$ cat src/rtl/captura_clave_pkg.sv
// Shared types and ASCII constants for the keypad key-capture block.
package captura_clave_pkg;

    typedef enum logic [1:0] {
        IDLE  = 2'd0,
        ENTRY = 2'd1,
        READY = 2'd2
    } estado_t;

    typedef enum logic [1:0] {
        DIGITO  = 2'd0,
        CLEAR   = 2'd1,
        SUBMIT  = 2'd2,
        NINGUNA = 2'd3
    } tecla_t;

    localparam logic [6:0] ASCII_AST  = 7'h2A;
    localparam logic [6:0] ASCII_HASH = 7'h23;
    localparam logic [6:0] ASCII_0    = 7'h30;
    localparam logic [6:0] ASCII_9    = 7'h39;
    localparam logic [6:0] ASCII_A    = 7'h41;
    localparam logic [6:0] ASCII_D    = 7'h44;

endpackage

$ cat src/rtl/captura_clave_decodificador.sv
// Combinational ASCII-to-key decoder: classifies a keypad code and extracts its hex nibble.
module decodificador_tecla
    import captura_clave_pkg::*;
(
    input  logic [6:0] ascii_s,
    output tecla_t     kind_s,
    output logic [3:0] nibble_s
);

    // Classify the code; 'A'..'D' have low nibbles 1..4, so adding 9 yields 0xA..0xD.
    always_comb begin
        kind_s   = NINGUNA;
        nibble_s = 4'h0;
        if ((ascii_s >= ASCII_0) && (ascii_s <= ASCII_9)) begin
            kind_s   = DIGITO;
            nibble_s = ascii_s[3:0];
        end else if ((ascii_s >= ASCII_A) && (ascii_s <= ASCII_D)) begin
            kind_s   = DIGITO;
            nibble_s = ascii_s[3:0] + 4'd9;
        end else if (ascii_s == ASCII_AST) begin
            kind_s   = CLEAR;
            nibble_s = 4'h0;
        end else if (ascii_s == ASCII_HASH) begin
            kind_s   = SUBMIT;
            nibble_s = 4'h0;
        end else begin
            kind_s   = NINGUNA;
            nibble_s = 4'h0;
        end
    end

endmodule

$ cat src/rtl/captura_clave.sv
// Keypad key capture: packs hex digits from ASCII key events and offers the key on '#'.
// Optional ENTRY idle timeout is built when CAPTURA_CLAVE_TIMEOUT_EN is defined.
module captura_clave
    import captura_clave_pkg::*;
#(
    parameter int MAX_DIGITS     = 8,
    parameter int TIMEOUT_CYCLES = 50_000_000
) (
    input  logic        clk,
    input  logic        reset,
    input  logic [6:0]  ascii_i,
    input  logic        tecla_valid_i,
    output logic [31:0] clave_o,
    output logic        clave_valid_o,
    input  logic        clave_ack_i,
    output logic [3:0]  digitos_o,
    output logic        error_o
);

    localparam logic [3:0] MAX_D = 4'(MAX_DIGITS);

    if ((MAX_DIGITS < 1) || (MAX_DIGITS > 8) || (TIMEOUT_CYCLES < 1)) begin : g_param_check
        $error("captura_clave: MAX_DIGITS or TIMEOUT_CYCLES out of range");
    end

    estado_t     state_r, next_state_s;
    tecla_t      kind_s;
    logic [3:0]  nibble_s;
    logic        tecla_prev_r, armed_r;
    logic        event_s, digit_ev_s, clear_ev_s, submit_ev_s, timeout_s;
    logic [31:0] shift_r, shift_nxt_s, clave_r, clave_nxt_s;
    logic [3:0]  digitos_r, digitos_nxt_s;
    logic        valid_r, valid_nxt_s, error_r, error_nxt_s;

    decodificador_tecla u_dec (
        .ascii_s  (ascii_i),
        .kind_s   (kind_s),
        .nibble_s (nibble_s)
    );

    // armed_r masks the first cycle after reset so a level already high is not an edge.
    assign event_s     = tecla_valid_i & ~tecla_prev_r & armed_r;
    assign digit_ev_s  = event_s && (kind_s == DIGITO);
    assign clear_ev_s  = event_s && (kind_s == CLEAR);
    assign submit_ev_s = event_s && (kind_s == SUBMIT);

    // Edge-detector history and post-reset arming.
    always_ff @(posedge clk or negedge reset) begin
        if (!reset) begin
            tecla_prev_r <= 1'b0;
            armed_r      <= 1'b0;
        end else begin
            tecla_prev_r <= tecla_valid_i;
            armed_r      <= 1'b1;
        end
    end

`ifdef CAPTURA_CLAVE_TIMEOUT_EN
    localparam int TW = (TIMEOUT_CYCLES > 1) ? $clog2(TIMEOUT_CYCLES) : 1;
    localparam logic [TW-1:0] T_LAST = TW'(TIMEOUT_CYCLES - 1);

    logic          key_ev_s;
    logic [TW-1:0] timer_r, timer_nxt_s;

    assign key_ev_s  = digit_ev_s | clear_ev_s | submit_ev_s;
    assign timeout_s = (state_r == ENTRY) && !key_ev_s && (timer_r == T_LAST);

    // Idle counter: advances only while ENTRY sits without a decoded key.
    always_comb begin
        if ((state_r == ENTRY) && !key_ev_s && !timeout_s) begin
            timer_nxt_s = timer_r + TW'(1);
        end else begin
            timer_nxt_s = '0;
        end
    end

    // Idle counter register.
    always_ff @(posedge clk or negedge reset) begin
        if (!reset) begin
            timer_r <= '0;
        end else begin
            timer_r <= timer_nxt_s;
        end
    end
`else
    assign timeout_s = 1'b0;
`endif

    // FSM state register.
    always_ff @(posedge clk or negedge reset) begin
        if (!reset) begin
            state_r <= IDLE;
        end else begin
            state_r <= next_state_s;
        end
    end

    // FSM next-state logic; an overflow digit keeps ENTRY.
    always_comb begin
        next_state_s = state_r;
        case (state_r)
            IDLE: begin
                if (digit_ev_s) next_state_s = ENTRY;
                else            next_state_s = IDLE;
            end
            ENTRY: begin
                if (clear_ev_s || timeout_s) next_state_s = IDLE;
                else if (submit_ev_s)        next_state_s = READY;
                else                         next_state_s = ENTRY;
            end
            READY: begin
                if (clave_ack_i) next_state_s = IDLE;
                else             next_state_s = READY;
            end
            default: next_state_s = IDLE;
        endcase
    end

    // FSM output logic: next values of the shift register, key, count and error pulse.
    always_comb begin
        shift_nxt_s   = shift_r;
        digitos_nxt_s = digitos_r;
        clave_nxt_s   = clave_r;
        valid_nxt_s   = valid_r;
        error_nxt_s   = 1'b0;
        case (state_r)
            IDLE, ENTRY: begin
                if (digit_ev_s) begin
                    if (digitos_r < MAX_D) begin
                        shift_nxt_s   = {shift_r[27:0], nibble_s};
                        digitos_nxt_s = digitos_r + 4'd1;
                    end else begin
                        error_nxt_s = 1'b1;
                    end
                end else if (clear_ev_s || timeout_s) begin
                    shift_nxt_s   = 32'h0;
                    digitos_nxt_s = 4'd0;
                    error_nxt_s   = timeout_s;
                end else if (submit_ev_s) begin
                    if (state_r == ENTRY) begin
                        clave_nxt_s   = shift_r;
                        valid_nxt_s   = 1'b1;
                        shift_nxt_s   = 32'h0;
                        digitos_nxt_s = 4'd0;
                    end else begin
                        error_nxt_s = 1'b1;
                    end
                end else begin
                    shift_nxt_s = shift_r;
                end
            end
            READY: begin
                if (clave_ack_i) valid_nxt_s = 1'b0;
                else             valid_nxt_s = 1'b1;
            end
            default: begin
                shift_nxt_s   = 32'h0;
                digitos_nxt_s = 4'd0;
                valid_nxt_s   = 1'b0;
            end
        endcase
    end

    // Datapath and output registers.
    always_ff @(posedge clk or negedge reset) begin
        if (!reset) begin
            shift_r   <= 32'h0;
            digitos_r <= 4'd0;
            clave_r   <= 32'h0;
            valid_r   <= 1'b0;
            error_r   <= 1'b0;
        end else begin
            shift_r   <= shift_nxt_s;
            digitos_r <= digitos_nxt_s;
            clave_r   <= clave_nxt_s;
            valid_r   <= valid_nxt_s;
            error_r   <= error_nxt_s;
        end
    end

    assign clave_o       = clave_r;
    assign clave_valid_o = valid_r;
    assign digitos_o     = digitos_r;
    assign error_o       = error_r;

endmodule

$ cat config.mk
export PLATFORM = sky130hd
export DESIGN_NAME = captura_clave
export DESIGN_NICKNAME = d
export VERILOG_FILES = /design/src/rtl/captura_clave_pkg.sv /design/src/rtl/captura_clave_decodificador.sv /design/src/rtl/captura_clave.sv
export SDC_FILE = /design/constraint.sdc
export NUM_CORES = 1
export LEC_CHECK = 0
export CAP_MARGIN = 20
export CORE_AREA = 8 8 88 90
export CTS_CLUSTER_DIAMETER = 100
export DETAILED_ROUTE_END_ITERATION = 16
export DIE_AREA = 0 0 96 98
export PLACE_DENSITY = 0.81
export SLEW_MARGIN = 20
export SYNTH_ARGS = -nofsm -noshare
export SYNTH_HDL_FRONTEND = slang
export SYNTH_HIERARCHICAL = 1
export SYNTH_SLANG_ARGS = --single-unit
$ cat constraint.sdc
create_clock -name clk -period 2.46 [get_ports clk]
set_clock_uncertainty 0.15 [all_clocks]
set_input_delay 0.369 -clock clk [delete_from_list [all_inputs] [get_ports clk]]
set_output_delay 0.369 -clock clk [all_outputs]
set_load 0.05 [all_outputs]
==> metrics.md, run 1 <==
| Metric | Value |
|---|---|
| HPWL after DPL | 4.91 mm |
| FILL cells | around 470 |
| Simple-gate share of the synthesized area | 17.9% |
| Xor-xnor portion of the synthesized cell area | 0% |
| CP max FO | 5 |
| Initial antenna violation count | 0 |
| Yosys reg bits | 74 |
| LEAKAGE | roughly 1.9 nW |
| Worst r2r src | tecla_prev_r$_DFF_PN0_ |
| Die height | slightly below 100 um |
| Max_slew headroom | between 40% and 50% |
| Total track usage | between 10% and 20% |
| Failing checks | hold timing |
| Drt wl/cell | between 15 and 20 um |
| P&R area growth vs syn | 33.5% |
| R2R cell count | 4 |
| Ys Warns | 6 |
| Most frequent cells in the layout | dfrtp_1, clkdlybuf4s50_1, nand2_1 |
| Status | complete, but fails checks |
| Core area | 6490 um^2 |
| Residual DRC count | 0 |
| Max H-tree Level | 3 |
| Synth Area in Compound Gates | 8.19% |
| N_diodes | 0 |
| Vias after detailed routing | around 2500 |
| Detailed Route Iter0 Violations | approximately 180 |
| Gpl congestion | between 0.8 and 0.9 |
| Max cap viols | 0 |
| CP max-delay cell | or4b_4 |
| Adder-cell share of the synthesized area | under 10% |
| Largest family of logic cells by synthesized area | simple AND/OR/NAND/NOR gates |
| Starting Density | 51.3% |
| Crit start category | input port |
| Number of routed nets with antenna violations | 0 |
| EDFF count, synth | 0 |
| Worst Setup EP | digitos_o[2]$_DFFE_PN0P_ |
| Worst Path Arrival | ~2500 ps |
| Total negative slack | 0 ps |
| Vias in the first global route | about 2500 |
| Synth Net Count | between 300 and 400 |
| Fin crit share | 97.8% |
| Pwr dens | between 500 and 600 nW/um^2 |
| FP Rows | 30 |
| Final worst slack | ~55 ps |
| Required time worst endpoint | 2540 ps |
| Fin nets | between 300 and 400 |
| CP dominant cell by count | or4b_4 |
| Post-synth cell types | 45 |
| VDD IR max | ~480 uV |
| I/O Buffers | 48 |
| Slew Limit Fails | 0 |
| Setup crit end kind | flop |
| Crit path cell chain | buf_2 > or4b_4 > nor3b_4 > nor3_4 > or4b_4 > and3_4 > a221o_1 |
| I/O pin total | roughly 50 |
| Die ar. | 9410 um^2 |
| HP Class | in -> async |
| Root Buffer | clkbuf_8 |
| Cell Area, Synth | between 3000 and 4000 um^2 |
| Setup crit start | ascii_i[2] |
| Final Hold Fails | 15 |
| Primary FF master, synth | dfrtp_1 |
| Clock-pin slew on the worst setup and hold paths | 70 ps |
| F_max | approximately 420 MHz |
| Mux cell area share after synthesis | a little under an eighth |
| # hold bufs at CTS | 0 |
| Post-synth ARST share | between 90% and 100% |
| CTS Buf Count | 9 |
| Dpl ws | -617 ps |
| Largest net degree at the start of global routing | 75 |
| Hold WS | -5.56 ps |
| Die X | around 96 um |
| Slew @ Worst Pin | a little under 900 ps |
| Drt total wl | around 7.3 mm |
| Global-route wire length before repair | 12.2 mm |
| RR Endpoint | digitos_o[2]$_DFFE_PN0P_ |
| Clk sink count | between 70 and 80 |
| CP max stage delay | 570 ps |
| CTS tree | yes |
| Syn_area_per_cell | approximately 11 um^2 |
| Via density | 5.62 |
| Final setup violation count | 0 |
| Crit path kind | in -> reg |
| Commonest non-fill, non-tap cell in the layout | dfrtp_1 |
| Maximum root-to-sink buffer count | 2 |
| GRT overflow | 0 |
| Min Tclk post-route | about 2400 ps |
| Share of layout cells above drive strength 1 | a little under 30% |
| Worst-Skew Late Latency | between 300 and 400 ps |
| Setup slack, reg-to-reg | about 540 ps |
| DRT Pass-1 Iters | 4 |
| Seq/Total Area, Yosys | between 50% and 60% |
| Total Power | 2.29 mW |
| Gate Count Post-Synth | just under 300 |
## registers in the layout (all words and copies together), names as in the netlist
name           flops
clave_valid_o      1
error_o            1
clave_o           32
state_r            2
armed_r            1
tecla_prev_r       1
digitos_o          4
shift_r           32
## critical path: cells and delay by family
family	cells	cell delay (ps)
and+or+nand+nor	5	1650
AOI/OAI and AO/OA	1	340
buffers and inverters	1	130
## how the worst min path moves through the flow
stage                                         start                        end  slack (ps)  depth (start not counted)
after CTS                                     reset    clave_o[29]$_DFFE_PN0P_          20                          1
after floorplan                               reset          armed_r$_DFF_PN0_         -80                          0
after global routing                          reset    clave_o[30]$_DFFE_PN0P_          70                          1
final                                         reset    clave_o[28]$_DFFE_PN0P_          -6                          1
after detailed placement    clave_o[24]$_DFFE_PN0P_    clave_o[24]$_DFFE_PN0P_         340                          1
after global placement    clave_valid_o$_DFFE_PN0P_  clave_valid_o$_DFFE_PN0P_         340                          2
## where the power goes
part           total [mW]  leakage (nW)  internal [mW]  switching, mW
registers            1.23          1.02           1.22        0.00468
logic               0.136         0.827         0.0553         0.0810
clock network       0.926        0.0889          0.470          0.456
## repair_timing
action / 4_1_cts / 5_1_grt
hold endpoints to repair: 0 / 0
cloned: 0 / 1
pin swaps: 12 / 8
setup buffers: 2 / 1
setup endpoints to repair: 69 / 29
gates resized for setup: 33 / 9
## layout make-up
class	count	area (um^2)	area share (%)
inverter	5	18.8	0.422
sequential	74	1850	41.6
tap	80	100	2.25
timing repair buffer	79	726	16.3
clock buffer	10	128	2.87
clock inverter	6	66.3	1.49
multi-input combinational	191	1560	35.0
## metrics by stage
| step | cell area (um^2) | cells | utilization [%] | hold slack [ps] |
|---|---|---|---|---|
| after floorplan | 3550 | 294 | - | -76.6 |
| after global placement | 4190 | 425 | 64.5 | 342 |
| after detailed placement | 4190 | 425 | 64.5 | 344 |
| after CTS | 4420 | 443 | 68.1 | 24.7 |
| after global routing | 4450 | 445 | 68.5 | 69.4 |
| final | 4450 | 445 | 68.5 | -5.56 |
## synth_stat cells (5+ instances only)
| master | number | share of area, % |
|---|---|---|
| o21ai_0 | 29 | 4.4 |
| inv_1 | 5 | 0.56 |
| mux2_2 | 32 | 11 |
| dfrtp_1 | 74 | 56 |
| clkbuf_1 | 12 | 1.4 |
| nor3_1 | 6 | 0.90 |
| buf_6 | 5 | 1.7 |
| nand2_1 | 38 | 4.3 |
| nand4_1 | 32 | 6.0 |
| ha_1 | 5 | 1.9 |
## cells by family after synthesis
| group | count (synthesis) |
|---|---|
| compound gates | 46 |
| fa+ha+maj | 5 |
| buf+inv | 29 |
| flops | 74 |
| mux | 35 |
| other cells | 1 |
| simple gates | 104 |
## per-layer routing
| layer | up-vias | routed length, um | GRT usage (%) |
|---|---|---|---|
| met5 | - | 0 | 0 |
| li1 | 1195 | - | - |
| met4 | 0 | 91 | 5.80 |
| met1 | 1235 | 3090 | 19.8 |
| met3 | 7 | 424 | 4.14 |
| met2 | 62 | 3700 | 26.6 |
Power figures use the tool's default switching activity.
==> run 2: changes to the inputs <==
--- a/config.mk
+++ b/config.mk
@@ -6,11 +6,12 @@
 export NUM_CORES = 1
 export LEC_CHECK = 0
 export CAP_MARGIN = 20
-export CORE_AREA = 8 8 88 90
+export CORE_AREA = 8 8 87 89
 export CTS_CLUSTER_DIAMETER = 100
 export DETAILED_ROUTE_END_ITERATION = 16
-export DIE_AREA = 0 0 96 98
-export PLACE_DENSITY = 0.81
+export DIE_AREA = 0 0 95 97
+export DONT_BUFFER_PORTS = 1
+export PLACE_DENSITY = 0.72
 export SLEW_MARGIN = 20
 export SYNTH_ARGS = -nofsm -noshare
 export SYNTH_HDL_FRONTEND = slang
==> constraint.sdc (replaced) <==
create_clock -name clk -period 2.6 [get_ports clk]
set_clock_uncertainty 0.15 [all_clocks]
set_input_delay 0.39 -clock clk [delete_from_list [all_inputs] [get_ports clk]]
set_output_delay 0.39 -clock clk [all_outputs]
set_load 0.05 [all_outputs]
==> run 2 against run 1 <==
- largest power group unchanged
- critical endpoint unchanged
- critical path type unchanged
- global-route usage shrank 0.88 points
- design area shrank 16%
- the run now ends clean
- total power shrank 14%
- core utilization shrank 8.6 points
- first-iteration DRC count shrank 40%
- critical path depth grew 2
- combinational power shrank 41%
- highest routed layer unchanged
- sequential power shrank 5%
- register-to-register slack gained 170 ps
==> metrics.md, run 2 (synthesized netlist as in run 1, its figures left out) <==
| Metric | Value |
|---|---|
| Status | completed |
| Crit start category | input port |
| Total placed cells including tap cells | around 370 |
| Die X | ~95 um |
| I/O pin total | 49 |
| Core area | 6200 um^2 |
| F_max | 421 MHz |
| Max_slew headroom | 60.3% |
| Root Buffer | clkbuf_8 |
| R2R cell count | 4 |
| Max cap viols | 0 |
| Fin util | approximately three fifths |
| Die ar. | approximately 9200 um^2 |
| Worst Path Arrival | approximately 2500 ps |
| Commonest non-fill, non-tap cell in the layout | dfrtp_1 |
| Global-route wire length before repair | roughly 11 mm |
| Beginning of the worst hold path | clave_ack_i |
| Largest net degree at the start of global routing | between 70 and 80 |
| Detailed Route Iter0 Violations | 110 |
| CP max stage delay | around 540 ps |
| Initial antenna violation count | 0 |
| # hold bufs at CTS | 3 |
| Slew @ Worst Pin | between 500 and 600 ps |
| Vias after detailed routing | roughly 2300 |
| CP max-delay cell | or4_1 |
| Maximum root-to-sink buffer count | 2 |
| Vias in the first global route | about 2300 |
| Crit path kind | in -> reg |
| RSZ-0062 raised after global routing | no |
| Min Tclk post-route | around 2400 ps |
| HP Class | in -> reg |
| Slew Limit Fails | 0 |
| Worst-Skew Late Latency | approximately 340 ps |
| Worst r2r src | tecla_prev_r$_DFF_PN0_ |
| CTS tree | yes |
| Gpl congestion | between 0.8 and 0.9 |
| Share of layout cells above drive strength 1 | between 20% and 30% |
| Worst Hold Path Cells | 3 |
| Total track usage | between 10% and 20% |
| Drt wl/cell | ~17 um |
| Starting Density | between 50% and 60% |
| Fin nets | between 300 and 400 |
| Dpl ws | -147 ps |
| Final worst slack | 222 ps |
| Clk sink count | 74 |
| CTS Buf Count | 9 |
| Via density | 5.89 |
| Die height | around 97 um |
| Most frequent cells in the layout | dfrtp_1, nand2_1, nand4_1, mux2_2, o21ai_1 |
| Final setup violation count | 0 |
| GRT overflow | 0 |
| Drt total wl | 6.67 mm |
| Setup Fix Bufs, Post-CTS | 0 |
| Setup slack, reg-to-reg | slightly above 700 ps |
| Max H-tree Level | 3 |
| RR Endpoint | digitos_o[2]$_DFFE_PN0P_ |
| Area after DPL | 3520 um^2 |
| LEAKAGE | roughly 1.7 nW |
| Post_cts resized | 0 |
| Sink of the worst hold path | state_r[1]$_DFF_PN0_ |
| Final Hold Fails | 0 |
| Fin crit share | between 90% and 100% |
| Pwr dens | 531 nW/um^2 |
| Setup crit end kind | flop |
| I/O Buffers | 0 |
| HPWL after DPL | around 4.5 mm |
| Non-Filler Instances | 383 |
| Required time worst endpoint | between 2000 and 3000 ps |
| VDD IR max | approximately 360 uV |
| CP max FO | 9 |
| Crit path cell chain | inv_1 > ha_1 > nor4_4 > a211oi_4 > nor3_4 > nor2b_1 > or4_1 > and3_4 > a221o_1 |
| Cell area after layout | between 3000 and 4000 um^2 |
| Clock-pin slew on the worst setup and hold paths | around 70 ps |
| P&R area growth vs syn | 11.6% |
| FP Rows | 29 |
| DRT Pass-1 Iters | 4 |
| Number of routed nets with antenna violations | 0 |
| Residual DRC count | 0 |
| N_diodes | 0 |
-- run 2: cell type report --
cell class,instances,area (um^2)
clock buffers,12,135
clock inverters,3,17.5
fillers,484,2490
inverters,5,18.8
multi-input cells,191,1390
flip-flops and latches,74,1850
well taps,77,96.3
repair buffers,21,208
-- run 2: report_power, final --
group	internal, mW	switching [mW]	leakage, nW
sequential	1.16	0.0135	1.02
clock	0.339	0.387	0.0762
combinational	0.0317	0.0485	0.569
total	1.53	0.449	1.67
-- run 2: worst max-delay path by stage --
stage | start | to | slack (ps)
after detailed placement | ascii_i[1] | digitos_o[2]$_DFFE_PN0P_ | -150
after global placement | ascii_i[3] | clave_o[14]$_DFFE_PN0P_ | -40
after floorplan | ascii_i[3] | digitos_o[2]$_DFFE_PN0P_ | -230
after CTS | ascii_i[1] | digitos_o[2]$_DFFE_PN0P_ | 220
after global routing | ascii_i[1] | shift_r[21]$_DFFE_PN0P_ | 100
final | ascii_i[1] | digitos_o[2]$_DFFE_PN0P_ | 220
-- run 2: layer usage --
metal | global-route usage, % | wire, um | vias up
met5 | 0 | 0 | -
met4 | 6.13 | 103 | 0
met3 | 5.56 | 512 | 10
met2 | 22.4 | 3100 | 63
met1 | 20.0 | 2960 | 1108
li1 | - | - | 1074
-- run 2: critical path, delay by kind of cell --
kind	cells	cell delay, ps
and+or+nand+nor	5	1390
adders and majority gates	1	230
AOI/OAI and AO/OA	2	400
buffers and inverters	1	30
-- run 2: through the flow --
step                      hold WS, ps  power (mW)  setup TNS (ps)
after floorplan                 -55.6        1.23           -4010
after global placement          -52.9        1.24           -1120
after detailed placement        -53.1        1.24           -4690
after CTS                        69.9        2.00               0
after global routing             92.4        2.05               0
final                            80.0        1.97               0
==> run 3: changes to the inputs <==
--- a/config.mk
+++ b/config.mk
@@ -5,11 +5,12 @@
 export SDC_FILE = /design/constraint.sdc
 export NUM_CORES = 1
 export LEC_CHECK = 0
+export ABC_AREA = 1
 export CAP_MARGIN = 20
-export CORE_AREA = 8 8 87 89
+export CORE_AREA = 8 8 89 91
 export CTS_CLUSTER_DIAMETER = 100
 export DETAILED_ROUTE_END_ITERATION = 16
-export DIE_AREA = 0 0 95 97
+export DIE_AREA = 0 0 97 99
 export DONT_BUFFER_PORTS = 1
 export PLACE_DENSITY = 0.72
 export SLEW_MARGIN = 20
==> run 3 against run 2 <==
- worst setup slack gained 360 ps
- critical path depth grew 5
- wire length grew 5.2%
- core utilization shrank 2.5 points
- non-clock buffer count shrank 12
- hold slack lost 14 ps
- via count grew 18%
- design area grew 1.5%
- sequential share of layout area shrank 0.73 points
- clock-buffer cell count shrank 2
- sequential power is essentially flat
- critical path type unchanged
- highest routed layer unchanged
==> metrics.md, run 3 <==
| Metric | Value |
|---|---|
| Root Buffer | clkbuf_8 |
| Via density | around 5.2 |
| Crit path depth | 14 |
| Setup crit start | ascii_i[1] |
| Mux cell area share after synthesis | 0% |
| Total negative slack | 0 ps |
| Syn_area_per_cell | between 8 and 9 um^2 |
| Number of routed nets with antenna violations | 0 |
| I/O Buffers | 0 |
| Synth Area in Compound Gates | roughly 5.3% |
| Die X | 97 um |
| Worst Path Buf+Inv | 2 |
| Worst Path Arrival | about 2100 ps |
| Max H-tree Level | 3 |
| Max_slew headroom | 59.9% |
| RR Endpoint | shift_r[4]$_DFFE_PN0P_ |
| FILL cells | 591 |
| EDFF count, synth | 0 |
| Setup Fix Bufs, Post-CTS | 0 |
| RSZ-0062 raised after global routing | no |
| Post-synth top area cell | dfrtp_1 |
| R2R cell count | 9 |
| Slew @ Worst Pin | approximately 600 ps |
| Simple-gate share of the synthesized area | 29.6% |
| Slew Limit Fails | 0 |
| Post_cts resized | 0 |
| Cell area after layout | 3770 um^2 |
| Die height | 99 um |
| Worst Setup EP | shift_r[4]$_DFFE_PN0P_ |
| FP Rows | 30 |
| Max cap viols | 0 |
| Initial antenna violation count | 0 |
| CTS Buf Count | 9 |
| I/O pin total | between 40 and 50 |
| Cell Area, Synth | about 3500 um^2 |
| Xor-xnor portion of the synthesized cell area | less than 1% |
| Most frequent cells in the layout | nand2_1, dfrtp_1, nand3_1 |
| Fin nets | between 400 and 500 |
| Crit start category | input port |
| HP Class | in -> reg |
| P&R area growth vs syn | 8.96% |
| Gpl congestion | roughly 0.84 |
| Share of layout cells above drive strength 1 | roughly 8.4% |
| Pwr dens | a little under 600 nW/um^2 |
| Post-synth ARST share | between 90% and 100% |
| LEAKAGE | approximately 1.8 nW |
| Maximum root-to-sink buffer count | 2 |
| Post-synth top cells | nand2_1, dfrtp_1, nand3_1, nor2_1, inv_1 |
| F_max | ~500 MHz |
| Residual DRC count | 0 |
| Starting Density | between 50% and 60% |
| CP delay by family, top | simple AND/OR/NAND/NOR gates |
| CP max FO | 36 |
| Largest family of logic cells by synthesized area | simple AND/OR/NAND/NOR gates |
| CP dominant cell by count | nand2_1 |
| Setup slack, reg-to-reg | between 800 and 900 ps |
| Clk sink count | 74 |
| Crit path cell chain | inv_1 > ha_1 > nand2_1 > nand3_1 > nand3_1 > nand2_1 > nor2_2 > inv_1 > nor2_1 > nand3_2 > nand3_4 > nand2_4 > nand2_1 > nand2_1 |
| Vias in the first global route | roughly 2600 |
| N_diodes | 0 |
| Global-route wire length before repair | 12.3 mm |
| Adder-cell share of the synthesized area | 1.81% |
| Primary FF master, synth | dfrtp_1 |
| VDD IR max | about 360 uV |
| Crit path kind | in -> reg |
| Detailed Route Iter0 Violations | around 200 |
| Drt wl/cell | 13.8 um |
| Worst r2r src | digitos_o[3]$_DFFE_PN0P_ |
| Most frequent cell after synthesis | nand2_1 |
| Core area | approximately 6600 um^2 |
| Ys Warns | 6 |
| Vias after detailed routing | between 2000 and 3000 |
| Final setup violation count | 0 |
| CP max stage delay | roughly 230 ps |
| DRT Pass-1 Iters | 4 |
| Min Tclk post-route | ~2000 ps |
| Yosys reg bits | 74 |
| Largest net degree at the start of global routing | 75 |
| Drt total wl | 7.02 mm |
| Final Hold Fails | 0 |
| Synth Net Count | about 440 |
| Status | completed |
| CTS tree | yes |
| Setup crit end kind | flop |
| Required time worst endpoint | between 2000 and 3000 ps |
| Seq/Total Area, Yosys | between 50% and 60% |
| Gate Count Post-Synth | around 420 |
| Fin crit share | between 70% and 80% |
| Area after DPL | between 3000 and 4000 um^2 |
| Worst-Skew Late Latency | between 300 and 400 ps |
| Total track usage | between 15 and 20% |
| Area fraction of the dominant cell type after synthesis | a little over half |
| Post-synth cell types | 28 |
| Commonest non-fill, non-tap cell in the layout | nand2_1 |
| GRT overflow | 0 |
| Clock-pin slew on the worst setup and hold paths | around 70 ps |
| Die ar. | 9600 um^2 |
| HPWL after DPL | roughly 4.6 mm |
| CP max-delay cell | nand2_4 |
| Top post-synthesis cells by area | dfrtp_1, nand2_1, nand3_1, nor2_1, inv_1 |
[run 3: cell count changes after synthesis, moves of 11 or more]
| cell | delta |
|---|---|
| nor2_1 | +43 |
| nand4_1 | -31 |
| clkbuf_1 | -11 |
| nand2_1 | +87 |
| inv_1 | +41 |
| mux2_2 | -32 |
| nand3_1 | +53 |
[run 3: layout make-up]
type | count | area [um^2] | share of cell area (%)
clock buffers | 10 | 138 | 3.65
clock inverters | 5 | 78.8 | 2.09
inverters | 48 | 180 | 4.78
multi-input cells | 282 | 1290 | 34.3
flip-flops and latches | 74 | 1850 | 49.1
well taps | 80 | 100 | 2.65
repair buffers | 9 | 130 | 3.45
[run 3: worst min path at each step]
stage / cells after the start / startpoint / to
after floorplan: 0 / reset / armed_r$_DFF_PN0_
after global placement: 0 / reset / armed_r$_DFF_PN0_
after detailed placement: 0 / reset / armed_r$_DFF_PN0_
after CTS: 2 / clave_ack_i / state_r[1]$_DFF_PN0_
after global routing: 2 / clave_ack_i / state_r[1]$_DFF_PN0_
final: 2 / clave_ack_i / state_r[1]$_DFF_PN0_
[run 3: metal layers]
| layer | wire [um] | global-route usage [%] |
|---|---|---|
| met5 | 0 | 0 |
| met4 | 166 | 8.88 |
| met3 | 504 | 5.18 |
| met2 | 3210 | 23.6 |
| met1 | 3140 | 18.8 |
[run 3: power by group]
part           total (mW)  internal [mW]  leakage [nW]  switching, mW
logic              0.0758         0.0221         0.699         0.0537
registers            1.17           1.16          1.03         0.0116
clock network       0.971          0.559         0.112          0.412
total                2.21           1.74          1.84          0.477
[run 3: cells by family (layout without fill, tap and decap cells)]
kind of cell	Yosys count	after routing
xor gates and xnor gates	2	2
DFF	74	74
and+or+nand+nor	238	238
other	1	1
adders and majority gates	5	5
AOI/OAI and AO/OA	36	36
buffers and inverters	67	72
[run 3: repair_timing]
| action | CTS | global route |
|---|---|---|
| setup endpoints to repair | 0 | 0 |
| hold endpoints to repair | 75 | 0 |
| hold buffers | 3 | 0 |
[run 3: metrics by stage]
stage               power (mW)  setup WS (ps)  hold WS (ps)  utilization, %  cells
finish                    2.21            583          65.5            57.4    508
global route              2.29            430          70.8            57.4    508
detailed placement        1.24            240         -51.3            53.4    490
CTS                       2.24            612          46.4            57.4    508
floorplan                 1.23            436         -55.6               -    423
global placement          1.23            332         -51.2            53.4    490
